--- src/rtl/blk_ctrl_pkg.sv ---
// rtl/blk_ctrl_pkg.sv - shared state types for the block controller and its tile sequencers
package blk_ctrl_pkg;

  // Tile sequencer: walks row / N-tile / K-tile and hands out MAC steps and writebacks
  typedef enum logic [1:0] {
    TS_IDLE  = 2'd0,
    TS_ISSUE = 2'd1,
    TS_WB    = 2'd2,
    TS_DONE  = 2'd3
  } tile_seq_state_t;

  // Top-level block controller that launches the two linear stages around the activation
  typedef enum logic [2:0] {
    BC_IDLE    = 3'd0,
    BC_LINEAR1 = 3'd1,
    BC_ACT     = 3'd2,
    BC_LINEAR2 = 3'd3,
    BC_DONE    = 3'd4
  } blk_ctrl_state_t;

  localparam int PERF_CNT_W = 32;

endpackage

--- src/rtl/linear_tile_seq_if.sv ---
// rtl/linear_tile_seq_if.sv - start/config, MAC-step, writeback and status bundle (LINEAR_TILE_SEQ_PERF_EN adds perf_stall_cnt)
interface linear_tile_seq_if #(
  parameter int ROW_W  = 8,
  parameter int TILE_W = 6
);

  logic              start;
  logic [ROW_W-1:0]  cfg_rows;
  logic [TILE_W-1:0] cfg_ntile;
  logic [TILE_W-1:0] cfg_ktile;

  logic              mac_valid;
  logic              mac_ready;
  logic [ROW_W-1:0]  mac_row;
  logic [TILE_W-1:0] mac_ntile;
  logic [TILE_W-1:0] mac_ktile;
  logic              mac_first;
  logic              mac_last;

  logic              wb_valid;
  logic              wb_ready;

  logic              done;
  logic              busy;
  logic              start_err;

`ifdef LINEAR_TILE_SEQ_PERF_EN
  logic [31:0]       perf_stall_cnt;

  // Controller / datapath side
  modport master (
    output start, cfg_rows, cfg_ntile, cfg_ktile, mac_ready, wb_ready,
    input  mac_valid, mac_row, mac_ntile, mac_ktile, mac_first, mac_last,
    input  wb_valid, done, busy, start_err, perf_stall_cnt
  );

  // Sequencer side
  modport slave (
    input  start, cfg_rows, cfg_ntile, cfg_ktile, mac_ready, wb_ready,
    output mac_valid, mac_row, mac_ntile, mac_ktile, mac_first, mac_last,
    output wb_valid, done, busy, start_err, perf_stall_cnt
  );
`else
  // Controller / datapath side
  modport master (
    output start, cfg_rows, cfg_ntile, cfg_ktile, mac_ready, wb_ready,
    input  mac_valid, mac_row, mac_ntile, mac_ktile, mac_first, mac_last,
    input  wb_valid, done, busy, start_err
  );

  // Sequencer side
  modport slave (
    input  start, cfg_rows, cfg_ntile, cfg_ktile, mac_ready, wb_ready,
    output mac_valid, mac_row, mac_ntile, mac_ktile, mac_first, mac_last,
    output wb_valid, done, busy, start_err
  );
`endif

endinterface

--- src/rtl/tile_idx_cnt.sv ---
// rtl/tile_idx_cnt.sv - index register with clear/increment and last-index flag against a limit
module tile_idx_cnt #(
  parameter int W = 8
) (
  input  logic         clk,
  input  logic         rst,
  input  logic         i_clr,
  input  logic         i_inc,
  input  logic [W-1:0] i_limit,
  output logic [W-1:0] o_idx,
  output logic         o_is_last
);

  logic [W-1:0] r_idx;
  logic [W-1:0] w_limit_m1;

  // The limit is a count, so the last legal index is limit-1; the caller never
  // increments past it, which keeps an all-ones limit from wrapping.
  assign w_limit_m1 = i_limit - {{(W-1){1'b0}}, 1'b1};
  assign o_is_last  = (r_idx == w_limit_m1);
  assign o_idx      = r_idx;

  // Clear wins over increment so a wrap and a restart never fight
  always_ff @(posedge clk) begin
    if (rst || i_clr) begin
      r_idx <= '0;
    end else if (i_inc) begin
      r_idx <= r_idx + {{(W-1){1'b0}}, 1'b1};
    end
  end

endmodule

--- src/rtl/linear_tile_seq.sv ---
// rtl/linear_tile_seq.sv - row/N-tile/K-tile sequencer for one linear stage (LINEAR_TILE_SEQ_PERF_EN adds stall counter)
module linear_tile_seq
  import blk_ctrl_pkg::*;
#(
  parameter int ROW_W  = 8,
  parameter int TILE_W = 6
) (
  input  logic             clk,
  input  logic             rst,
  linear_tile_seq_if.slave bus
);

  tile_seq_state_t   r_state;
  tile_seq_state_t   w_next;

  logic [ROW_W-1:0]  r_rows;
  logic [TILE_W-1:0] r_ntile;
  logic [TILE_W-1:0] r_ktile;

  logic              w_start_acc;
  logic              w_cfg_zero;
  logic              w_mac_valid;
  logic              w_wb_valid;
  logic              w_done;
  logic              w_mac_hs;
  logic              w_wb_hs;

  logic [ROW_W-1:0]  w_row_idx;
  logic [TILE_W-1:0] w_n_idx;
  logic [TILE_W-1:0] w_k_idx;
  logic              w_r_last;
  logic              w_n_last;
  logic              w_k_last;

  logic              w_r_clr, w_r_inc;
  logic              w_n_clr, w_n_inc;
  logic              w_k_clr, w_k_inc;
  logic              w_coord_live;

  assign w_start_acc = bus.start && (r_state == TS_IDLE);
  assign w_cfg_zero  = (bus.cfg_rows == '0) || (bus.cfg_ntile == '0) || (bus.cfg_ktile == '0);
  assign w_mac_hs    = w_mac_valid && bus.mac_ready;
  assign w_wb_hs     = w_wb_valid && bus.wb_ready;

  // K steps every MAC handshake and restarts on each writeback; N wraps into the next row
  assign w_k_clr = w_start_acc || w_wb_hs;
  assign w_k_inc = w_mac_hs && !w_k_last;
  assign w_n_clr = w_start_acc || (w_wb_hs && w_n_last);
  assign w_n_inc = w_wb_hs && !w_n_last;
  assign w_r_clr = w_start_acc;
  assign w_r_inc = w_wb_hs && w_n_last && !w_r_last;

  tile_idx_cnt #(.W(ROW_W)) u_row_cnt (
    .clk       (clk),
    .rst       (rst),
    .i_clr     (w_r_clr),
    .i_inc     (w_r_inc),
    .i_limit   (r_rows),
    .o_idx     (w_row_idx),
    .o_is_last (w_r_last)
  );

  tile_idx_cnt #(.W(TILE_W)) u_ntile_cnt (
    .clk       (clk),
    .rst       (rst),
    .i_clr     (w_n_clr),
    .i_inc     (w_n_inc),
    .i_limit   (r_ntile),
    .o_idx     (w_n_idx),
    .o_is_last (w_n_last)
  );

  tile_idx_cnt #(.W(TILE_W)) u_ktile_cnt (
    .clk       (clk),
    .rst       (rst),
    .i_clr     (w_k_clr),
    .i_inc     (w_k_inc),
    .i_limit   (r_ktile),
    .o_idx     (w_k_idx),
    .o_is_last (w_k_last)
  );

  // Capture the job shape only when a start is actually accepted
  always_ff @(posedge clk) begin
    if (rst) begin
      r_rows  <= '0;
      r_ntile <= '0;
      r_ktile <= '0;
    end else if (w_start_acc) begin
      r_rows  <= bus.cfg_rows;
      r_ntile <= bus.cfg_ntile;
      r_ktile <= bus.cfg_ktile;
    end
  end

  // State register
  always_ff @(posedge clk) begin
    if (rst) begin
      r_state <= TS_IDLE;
    end else begin
      r_state <= w_next;
    end
  end

  // Next-state and handshake outputs
  always_comb begin
    w_next      = r_state;
    w_mac_valid = 1'b0;
    w_wb_valid  = 1'b0;
    w_done      = 1'b0;
    case (r_state)
      TS_IDLE: begin
        if (bus.start) begin
          w_next = w_cfg_zero ? TS_DONE : TS_ISSUE;
        end
      end
      TS_ISSUE: begin
        w_mac_valid = 1'b1;
        if (bus.mac_ready && w_k_last) begin
          w_next = TS_WB;
        end
      end
      TS_WB: begin
        w_wb_valid = 1'b1;
        if (bus.wb_ready) begin
          w_next = (w_n_last && w_r_last) ? TS_DONE : TS_ISSUE;
        end
      end
      TS_DONE: begin
        w_done = 1'b1;
        w_next = TS_IDLE;
      end
      default: begin
        w_next = TS_IDLE;
      end
    endcase
  end

  // first/last only mean something while coordinates are being presented
  assign w_coord_live  = (r_state == TS_ISSUE) || (r_state == TS_WB);

  assign bus.mac_valid = w_mac_valid;
  assign bus.wb_valid  = w_wb_valid;
  assign bus.done      = w_done;
  assign bus.busy      = (r_state != TS_IDLE);
  assign bus.start_err = bus.start && (r_state != TS_IDLE) && !rst;
  assign bus.mac_row   = w_row_idx;
  assign bus.mac_ntile = w_n_idx;
  assign bus.mac_ktile = w_k_idx;
  assign bus.mac_first = w_coord_live && (w_k_idx == '0);
  assign bus.mac_last  = w_coord_live && w_k_last;

`ifdef LINEAR_TILE_SEQ_PERF_EN
  logic [PERF_CNT_W-1:0] r_stall_cnt;
  logic                  w_stall;

  assign w_stall = (w_mac_valid && !bus.mac_ready) || (w_wb_valid && !bus.wb_ready);

  // Saturating backpressure counter; holds its value after done until the next job
  always_ff @(posedge clk) begin
    if (rst || w_start_acc) begin
      r_stall_cnt <= '0;
    end else if (w_stall && (r_stall_cnt != '1)) begin
      r_stall_cnt <= r_stall_cnt + 1'b1;
    end
  end

  assign bus.perf_stall_cnt = r_stall_cnt;
`endif

endmodule

--- src/flat_wrapper.sv ---
// flat-port wrapper written by rule: the top's interface ports become plain ports
module linear_tile_seq_flat import blk_ctrl_pkg::*;
#(
  parameter int ROW_W  = 8,
  parameter int TILE_W = 6
)
  (clk, rst, bus_start, bus_cfg_rows, bus_cfg_ntile, bus_cfg_ktile, bus_mac_ready, bus_wb_ready, bus_mac_valid, bus_mac_row, bus_mac_ntile, bus_mac_ktile, bus_mac_first, bus_mac_last, bus_wb_valid, bus_done, bus_busy, bus_start_err);
  linear_tile_seq_if #(.ROW_W(ROW_W), .TILE_W(TILE_W)) bus_i ();
  input  logic clk;
  input  logic rst;
  input wire logic [$bits(bus_i.start)-1:0] bus_start;
  input wire logic [$bits(bus_i.cfg_rows)-1:0] bus_cfg_rows;
  input wire logic [$bits(bus_i.cfg_ntile)-1:0] bus_cfg_ntile;
  input wire logic [$bits(bus_i.cfg_ktile)-1:0] bus_cfg_ktile;
  input wire logic [$bits(bus_i.mac_ready)-1:0] bus_mac_ready;
  input wire logic [$bits(bus_i.wb_ready)-1:0] bus_wb_ready;
  output wire logic [$bits(bus_i.mac_valid)-1:0] bus_mac_valid;
  output wire logic [$bits(bus_i.mac_row)-1:0] bus_mac_row;
  output wire logic [$bits(bus_i.mac_ntile)-1:0] bus_mac_ntile;
  output wire logic [$bits(bus_i.mac_ktile)-1:0] bus_mac_ktile;
  output wire logic [$bits(bus_i.mac_first)-1:0] bus_mac_first;
  output wire logic [$bits(bus_i.mac_last)-1:0] bus_mac_last;
  output wire logic [$bits(bus_i.wb_valid)-1:0] bus_wb_valid;
  output wire logic [$bits(bus_i.done)-1:0] bus_done;
  output wire logic [$bits(bus_i.busy)-1:0] bus_busy;
  output wire logic [$bits(bus_i.start_err)-1:0] bus_start_err;
  assign bus_i.start = bus_start;
  assign bus_i.cfg_rows = bus_cfg_rows;
  assign bus_i.cfg_ntile = bus_cfg_ntile;
  assign bus_i.cfg_ktile = bus_cfg_ktile;
  assign bus_i.mac_ready = bus_mac_ready;
  assign bus_i.wb_ready = bus_wb_ready;
  assign bus_mac_valid = bus_i.mac_valid;
  assign bus_mac_row = bus_i.mac_row;
  assign bus_mac_ntile = bus_i.mac_ntile;
  assign bus_mac_ktile = bus_i.mac_ktile;
  assign bus_mac_first = bus_i.mac_first;
  assign bus_mac_last = bus_i.mac_last;
  assign bus_wb_valid = bus_i.wb_valid;
  assign bus_done = bus_i.done;
  assign bus_busy = bus_i.busy;
  assign bus_start_err = bus_i.start_err;
  linear_tile_seq #(.ROW_W(ROW_W), .TILE_W(TILE_W)) u_core (.clk(clk), .rst(rst), .bus(bus_i));
endmodule
--- config.mk ---
export PLATFORM = sky130hd
export DESIGN_NAME = linear_tile_seq_flat
export DESIGN_NICKNAME = d
export VERILOG_FILES = /design/src/rtl/blk_ctrl_pkg.sv /design/src/rtl/linear_tile_seq_if.sv /design/src/rtl/tile_idx_cnt.sv /design/src/rtl/linear_tile_seq.sv /design/src/flat_wrapper.sv
export SDC_FILE = /design/constraint.sdc
export NUM_CORES = 1
export LEC_CHECK = 0
export ABC_AREA = 1
export BUFFER_PORTS_ARGS = -buffer_cell sky130_fd_sc_hd__buf_2
export CELL_PAD_IN_SITES_DETAIL_PLACEMENT = 0
export CELL_PAD_IN_SITES_GLOBAL_PLACEMENT = 1
export CORE_MARGIN = 2
export CORE_UTILIZATION = 35
export CTS_CLUSTER_SIZE = 24
export DETAILED_ROUTE_END_ITERATION = 8
export HOLD_SLACK_MARGIN = 0.03
export PLACE_DENSITY = 0.69
export SYNTH_ARGS = -nofsm -noshare
export SYNTH_HDL_FRONTEND = slang
export SYNTH_HIERARCHICAL = 1
export SYNTH_SLANG_ARGS = --single-unit
--- constraint.sdc ---
create_clock -name clk -period 3.92 [get_ports clk]
set_clock_uncertainty 0.1 [all_clocks]
set_input_delay 0.588 -clock clk [delete_from_list [all_inputs] [get_ports clk]]
set_output_delay 0.588 -clock clk [all_outputs]
set_load 0.02 [all_outputs]
# Yosys cells after proc, flatten, opt, wreduce, memory -nomap -nowiden
# Index checks and enable logic that the tools add are counted.
[totals]
inputBits = 25
regBits = 42
wordCells = 63
out_inout_bits = 27
[op_classes]
n_reduce_logical = 32
add_sub_neg = 6
n_eq_ne = 9
muxes = 9
[op_table]
columns = ["cell", "count"]
rows = [
  ["6-bit zero test", 3],
  ["1-bit logical AND", 13],
  ["6-bit by 1-bit adder with 6-bit output (second input constant)", 2],
  ["6-bit equality test", 2],
  ["6-bit by 1-bit subtractor with 6-bit output (second input constant)", 2],
  ["2-bit two-way mux", 5],
  ["8-bit by 1-bit adder with 8-bit output (second input constant)", 1],
  ["8-bit equality test", 1],
  ["8-bit zero test", 1],
  ["1-bit logical OR", 8],
  ["2-bit case mux with 4 select lines", 1],
  ["8-bit by 1-bit subtractor with 8-bit output (second input constant)", 1],
  ["2-bit equality test (second input constant)", 2],
  ["1-bit zero test", 4],
  ["2-bit inequality test (second input constant)", 2],
  ["1-bit two-way mux", 3],
  ["3-bit AND reduction", 1],
  ["2-bit by 1-bit equality test with 1-bit output (second input constant)", 1],
  ["2-bit zero test", 1],
  ["2-bit by 1-bit inequality test with 1-bit output (second input constant)", 1],
  ["2-bit nonzero test", 1],
]

# Longest topological paths before layout
[depth]
word_depth = 6
mapped_depth = 18
mapped_depth_nobuf = 18

# Cells and area by module
# The synthesis kept the hierarchy.
[by_module_without_submodules]
columns = ["mod", "area_each_um2", "cells_each", "seq_area_each_um2", "instances"]
rows = [
  ["linear_tile_seq", 1158.6, 149, 440.4, 1],
  ["tile_idx_cnt at u_core.u_ktile_cnt ...", 488.0, 76, 120.1, 2],
  ["tile_idx_cnt at u_core.u_row_cnt", 631.9, 104, 160.2, 1],
]

# Worst setup path before layout
# Ideal clock, no wire load.
[synth_timing]
path_type = "reg-to-reg"
from = "register u_core.r_ntile[0]"
to = "register u_core.u_row_cnt.r_idx[7] (netlist: u_core/u_row_cnt/o_idx[7])"
setup_ps = 113
required_ps = 3707
path_slack_ps = 1559
t_arrival_ps = 2148
synth_period_minus_slack_ps = 2361
stages_incl_launch_ff = 17
n_path_buf = 0
cell_sequence = "dfxtp_1 > inv_2 > ha_1 > xor2_1 > nand2_1 > nor2_1 > nand3_1 > nor2_1 > nand3_1 > nor2_1 > nand2_1 > nor2_2 > nand4_2 > nor2_2 > nand2_1 > nand2_1 > nor2_1"
[synth_via]
elab_chain_cells = 4
[synth_lines]
columns = ["item", "line_no", "source"]
rows = [
  ["from (decl)", "linear_tile_seq.sv:17", "logic [TILE_W-1:0] r_ntile;"],
  ["from (signal assigned)", "linear_tile_seq.sv:91", "r_ntile <= bus.cfg_ntile;"],
  ["6-bit by 1-bit subtractor with 6-bit output", "tile_idx_cnt.sv:19", "assign w_limit_m1 = i_limit - {{(W-1){1'b0}}, 1'b1};"],
  ["6-bit equality test", "tile_idx_cnt.sv:20", "assign o_is_last = (r_idx == w_limit_m1);"],
  ["via u_core.w_n_last", "linear_tile_seq.sv:32", "logic w_n_last;"],
  ["1-bit logical AND (2 in a row)", "linear_tile_seq.sv:51", "assign w_r_inc = w_wb_hs && w_n_last && !w_r_last;"],
  ["via u_core.w_r_inc", "linear_tile_seq.sv:35", "logic w_r_clr, w_r_inc;"],
  ["to (signal assigned)", "tile_idx_cnt.sv:28", "r_idx <= r_idx + {{(W-1){1'b0}}, 1'b1};"],
  ["to (decl)", "tile_idx_cnt.sv:14", "logic [W-1:0] r_idx;"],
]
# The timed path passes the listed nets, and every way through them passes these cells.
# A chain may end at the register's enable or synchronous reset.

# Worst setup path in the final report
# Same ends and word-level chain as after synthesis.

==> impl_metrics.toml <==
[outcome]
status = "complete, no violations"

[pwr]
switchingPower_w = 0.000622
power.internal_w = 0.000834
seqPwrFrac_pct = 36.3
peakVddDrop_v = 0.000200
clock_power_share_pct = 18.6
p_comb_share_pct = 45.1
power.leakage_nw = 1.41
p_total_w = 0.00146
switching_share_pct = 42.7
p_per_area_mw_per_mm2 = 458

[sta]
setup_violations = 0
finalCritPeriodShare_pct = 67.8
tns_ns = 0
finalCriticalPeriod_ns = 2.66
rsz0062_at_grt = "false"
hold_violations = 0
fmax_mhz = 376
slew_headroom_pct = 61.5
slew_viol_final = 0
worst_pin_slew_ns = 0.576

[cts]
cts-resized-gates = 0
clk_latency_ns = 0.29
htree_levels = 2
clock_sinks = 42
cts-root-buf = "clkbuf_8"
holdBufCountCts = 0
cts_tree = "yes"
postCtsSetupBuffers = 0
cts_buffer_depth = 2
clk_pin_slew_ns = 0.08
cts_inserted_buffers = 5

[min_path]
hold_depth = 2
holdCritPathClass = "reg -> reg"
worstHoldStart = "u_core/r_ntile[5]"
hold_end = "u_core/r_ntile[5]"

[logic_synthesis]
avgSynthCellArea_um2 = 6.83
yosysWarningCount = 6
ys_seq_elements = 42
netlist_instances = 405
synth_cell_type_count = 29
synth_nets = 441
yosysSeqAreaShare_pct = 30.4
syn-cell-area_mm2 = 0.00277

[job]
cap_violations = 0

[route]
viasPerCell = 4.55
first_pass_iters = 4
final_antenna_net_count = 0
drc = 0
wirelength_um = 6470
drtIter0Drc = 56
num_vias = 2533
wl_per_cell_um = 11.6

[finish]
final_util_pct = 41.3
final_nets = 491
layout_commonest_cell = "nand2_1"
mostFrequentLayoutCells = "nand2_1, nor2_1, buf_2"
syn2layout_area_growth_pct = 14.9
final_cell_area_mm2 = 0.00318
drive_gt1_share_pct = 27.3
antennaDiodeCount = 0

[worst_setup_path]
r2r-end = "u_core/u_row_cnt/o_idx[7]"
slowest_stage = "dfxtp_1"
arrival_ns = 2.75
startpoint_type = "register"
crit_type = "reg -> reg"
cpLargestDelayFamily = "simple AND/OR/NAND/NOR gates"
reg2reg_slack_ns = 1.26
end_kind = "register"
required_ns = 4.02
cp_cell_sequence = "inv_2, ha_1, xor2_1, nand2_1, nor2_1, nand3_1, nor2_1, nand3_1, nor2_1, nand2_1, nor2_2, nand4_2, nor2_2, nand2_1, nand2_1, nor2_1"
reg2reg_from = "u_core/r_ntile[0]"
rr_worst_depth = 16
cp_max_fo = 7
max_stage_delay_ns = 0.37
worst-path-buf-inv = 1
cp-startpoint = "u_core/r_ntile[0]"

[grt]
grt_pass1_vias = 2368
gr-total-overflow = 0
grt_max_degree = 24
antenna_found_initial = 0
track_usage_pct = 15.8
grt_pass1_wl_um = 11000

[placed_design]
postPlaceCellArea_mm2 = 0.00310
io_buffers = 51
gp_congestion = 0.767
hpwlAfterDp_um = 5010

[die]
dieArea_mm2 = 0.00863
die_w_um = 92.9
initial_core_util_pct = 36.0
die_h_um = 92.9
row_count = 32
io_pins = 52
core_mm2 = 0.00769
metal layers:
metal  GRT usage (%)  vias to the layer above  share of wire [%]
li1                -                     1369                  -
met1            20.7                     1116                 50
met4            4.04                        0                1.0
met2            26.4                       43                 45
met5               0                        -                  0
met3            3.09                        5                3.8
through the flow:
step | hold slack (ns) | instances | worst slack, ns
2_1_floorplan | 0.363 | 405 | 1.56
3_3_place_gp | 0.387 | 550 | 1.35
3_5_place_dp | 0.393 | 550 | 1.29
4_1_cts | 0.405 | 557 | 1.26
5_1_grt | 0.423 | 557 | 0.743
6_report | 0.399 | 557 | 1.26
sequential cells by signal (all words and copies together), names as in the netlist:
signal                    cells
u_core/r_ktile                6
u_core/r_ntile                6
u_core/r_rows                 8
u_core/r_state                2
u_core/u_ktile_cnt/o_idx      6
u_core/u_ntile_cnt/o_idx      6
u_core/u_row_cnt/o_idx        8
worst max path at each step:
stage | to | slack, ns | cells after the start
detailed placement | u_core/u_row_cnt/o_idx[7] | 1.29 | 16
floorplan | u_core/u_row_cnt/o_idx[7] | 1.56 | 16
global placement | u_core/u_row_cnt/o_idx[7] | 1.35 | 16
CTS | bus_mac_last | 1.26 | 10
finish | u_core/u_row_cnt/o_idx[7] | 1.26 | 16
global route | u_core/u_row_cnt/o_idx[6] | 0.74 | 16
synthesized netlist by cell type:
cell type	count	area, µm²
a21oi_1	12	60.1
a21oi_2	20	175
buf_2	7	35.0
buf_6	2	22.5
dfxtp_1	42	841
ha_1	11	138
inv_1	38	143
inv_2	4	15.0
mux2i_1	2	20.0
nand2_1	107	402
nand2_2	24	150
nand3_1	20	100
nand3b_1	3	22.5
nand4_2	1	12.5
nor2_1	56	210
nor2_2	9	56.3
nor3_1	8	40.0
nor3b_1	2	15.0
nor3b_2	6	75.1
nor4_1	1	6.26
o211ai_2	1	12.5
o21a_1	1	7.51
o21ai_0	4	20.0
o21ai_1	3	15.0
o21bai_1	1	7.51
or2_0	1	6.26
or2_1	3	18.8
xnor2_1	7	61.3
xor2_1	9	78.8
power groups by stage:
stage / sequential (W) / clock, W / combinational, W
6_report: 0.000528 / 0.000272 / 0.000657
2_1_floorplan: 0.000527 / 0 / 0.000538
4_1_cts: 0.000528 / 0.000290 / 0.000662
3_5_place_dp: 0.000538 / 0 / 0.000659
3_3_place_gp: 0.000537 / 0 / 0.000657
5_1_grt: 0.000538 / 0.000305 / 0.000747
worst reg2reg max path, stage by stage (launching register included):
cell and delay (ns):
dfxtp_1 0.37, inv_2 0.07, ha_1 0.30, xor2_1 0.13
nand2_1 0.06, nor2_1 0.09, nand3_1 0.07, nor2_1 0.18
nand3_1 0.15, nor2_1 0.35, nand2_1 0.12, nor2_2 0.18
nand4_2 0.12, nor2_2 0.12, nand2_1 0.06, nand2_1 0.06
nor2_1 0.04
kinds of logic after synthesis:
logic type	after synthesis	share of synthesized area (%)
compound gates	42	10.8
xor+xnor	16	5.07
fa+ha+maj	11	4.98
buf+inv	51	7.78
flops	42	30.4
mux	2	0.724
simple gates	241	40.3
cell type report:
cell class | instances | area, µm²
Multi-Input combinational cell | 312 | 1710
Inverter | 42 | 158
Fill cell | 879 | 4510
Sequential cell | 42 | 841
Timing Repair Buffer | 52 | 263
Tap cell | 102 | 128
Clock buffer | 5 | 68.8
Clock inverter | 2 | 10.0
Note: power is estimated with default switching activity, not from simulation.
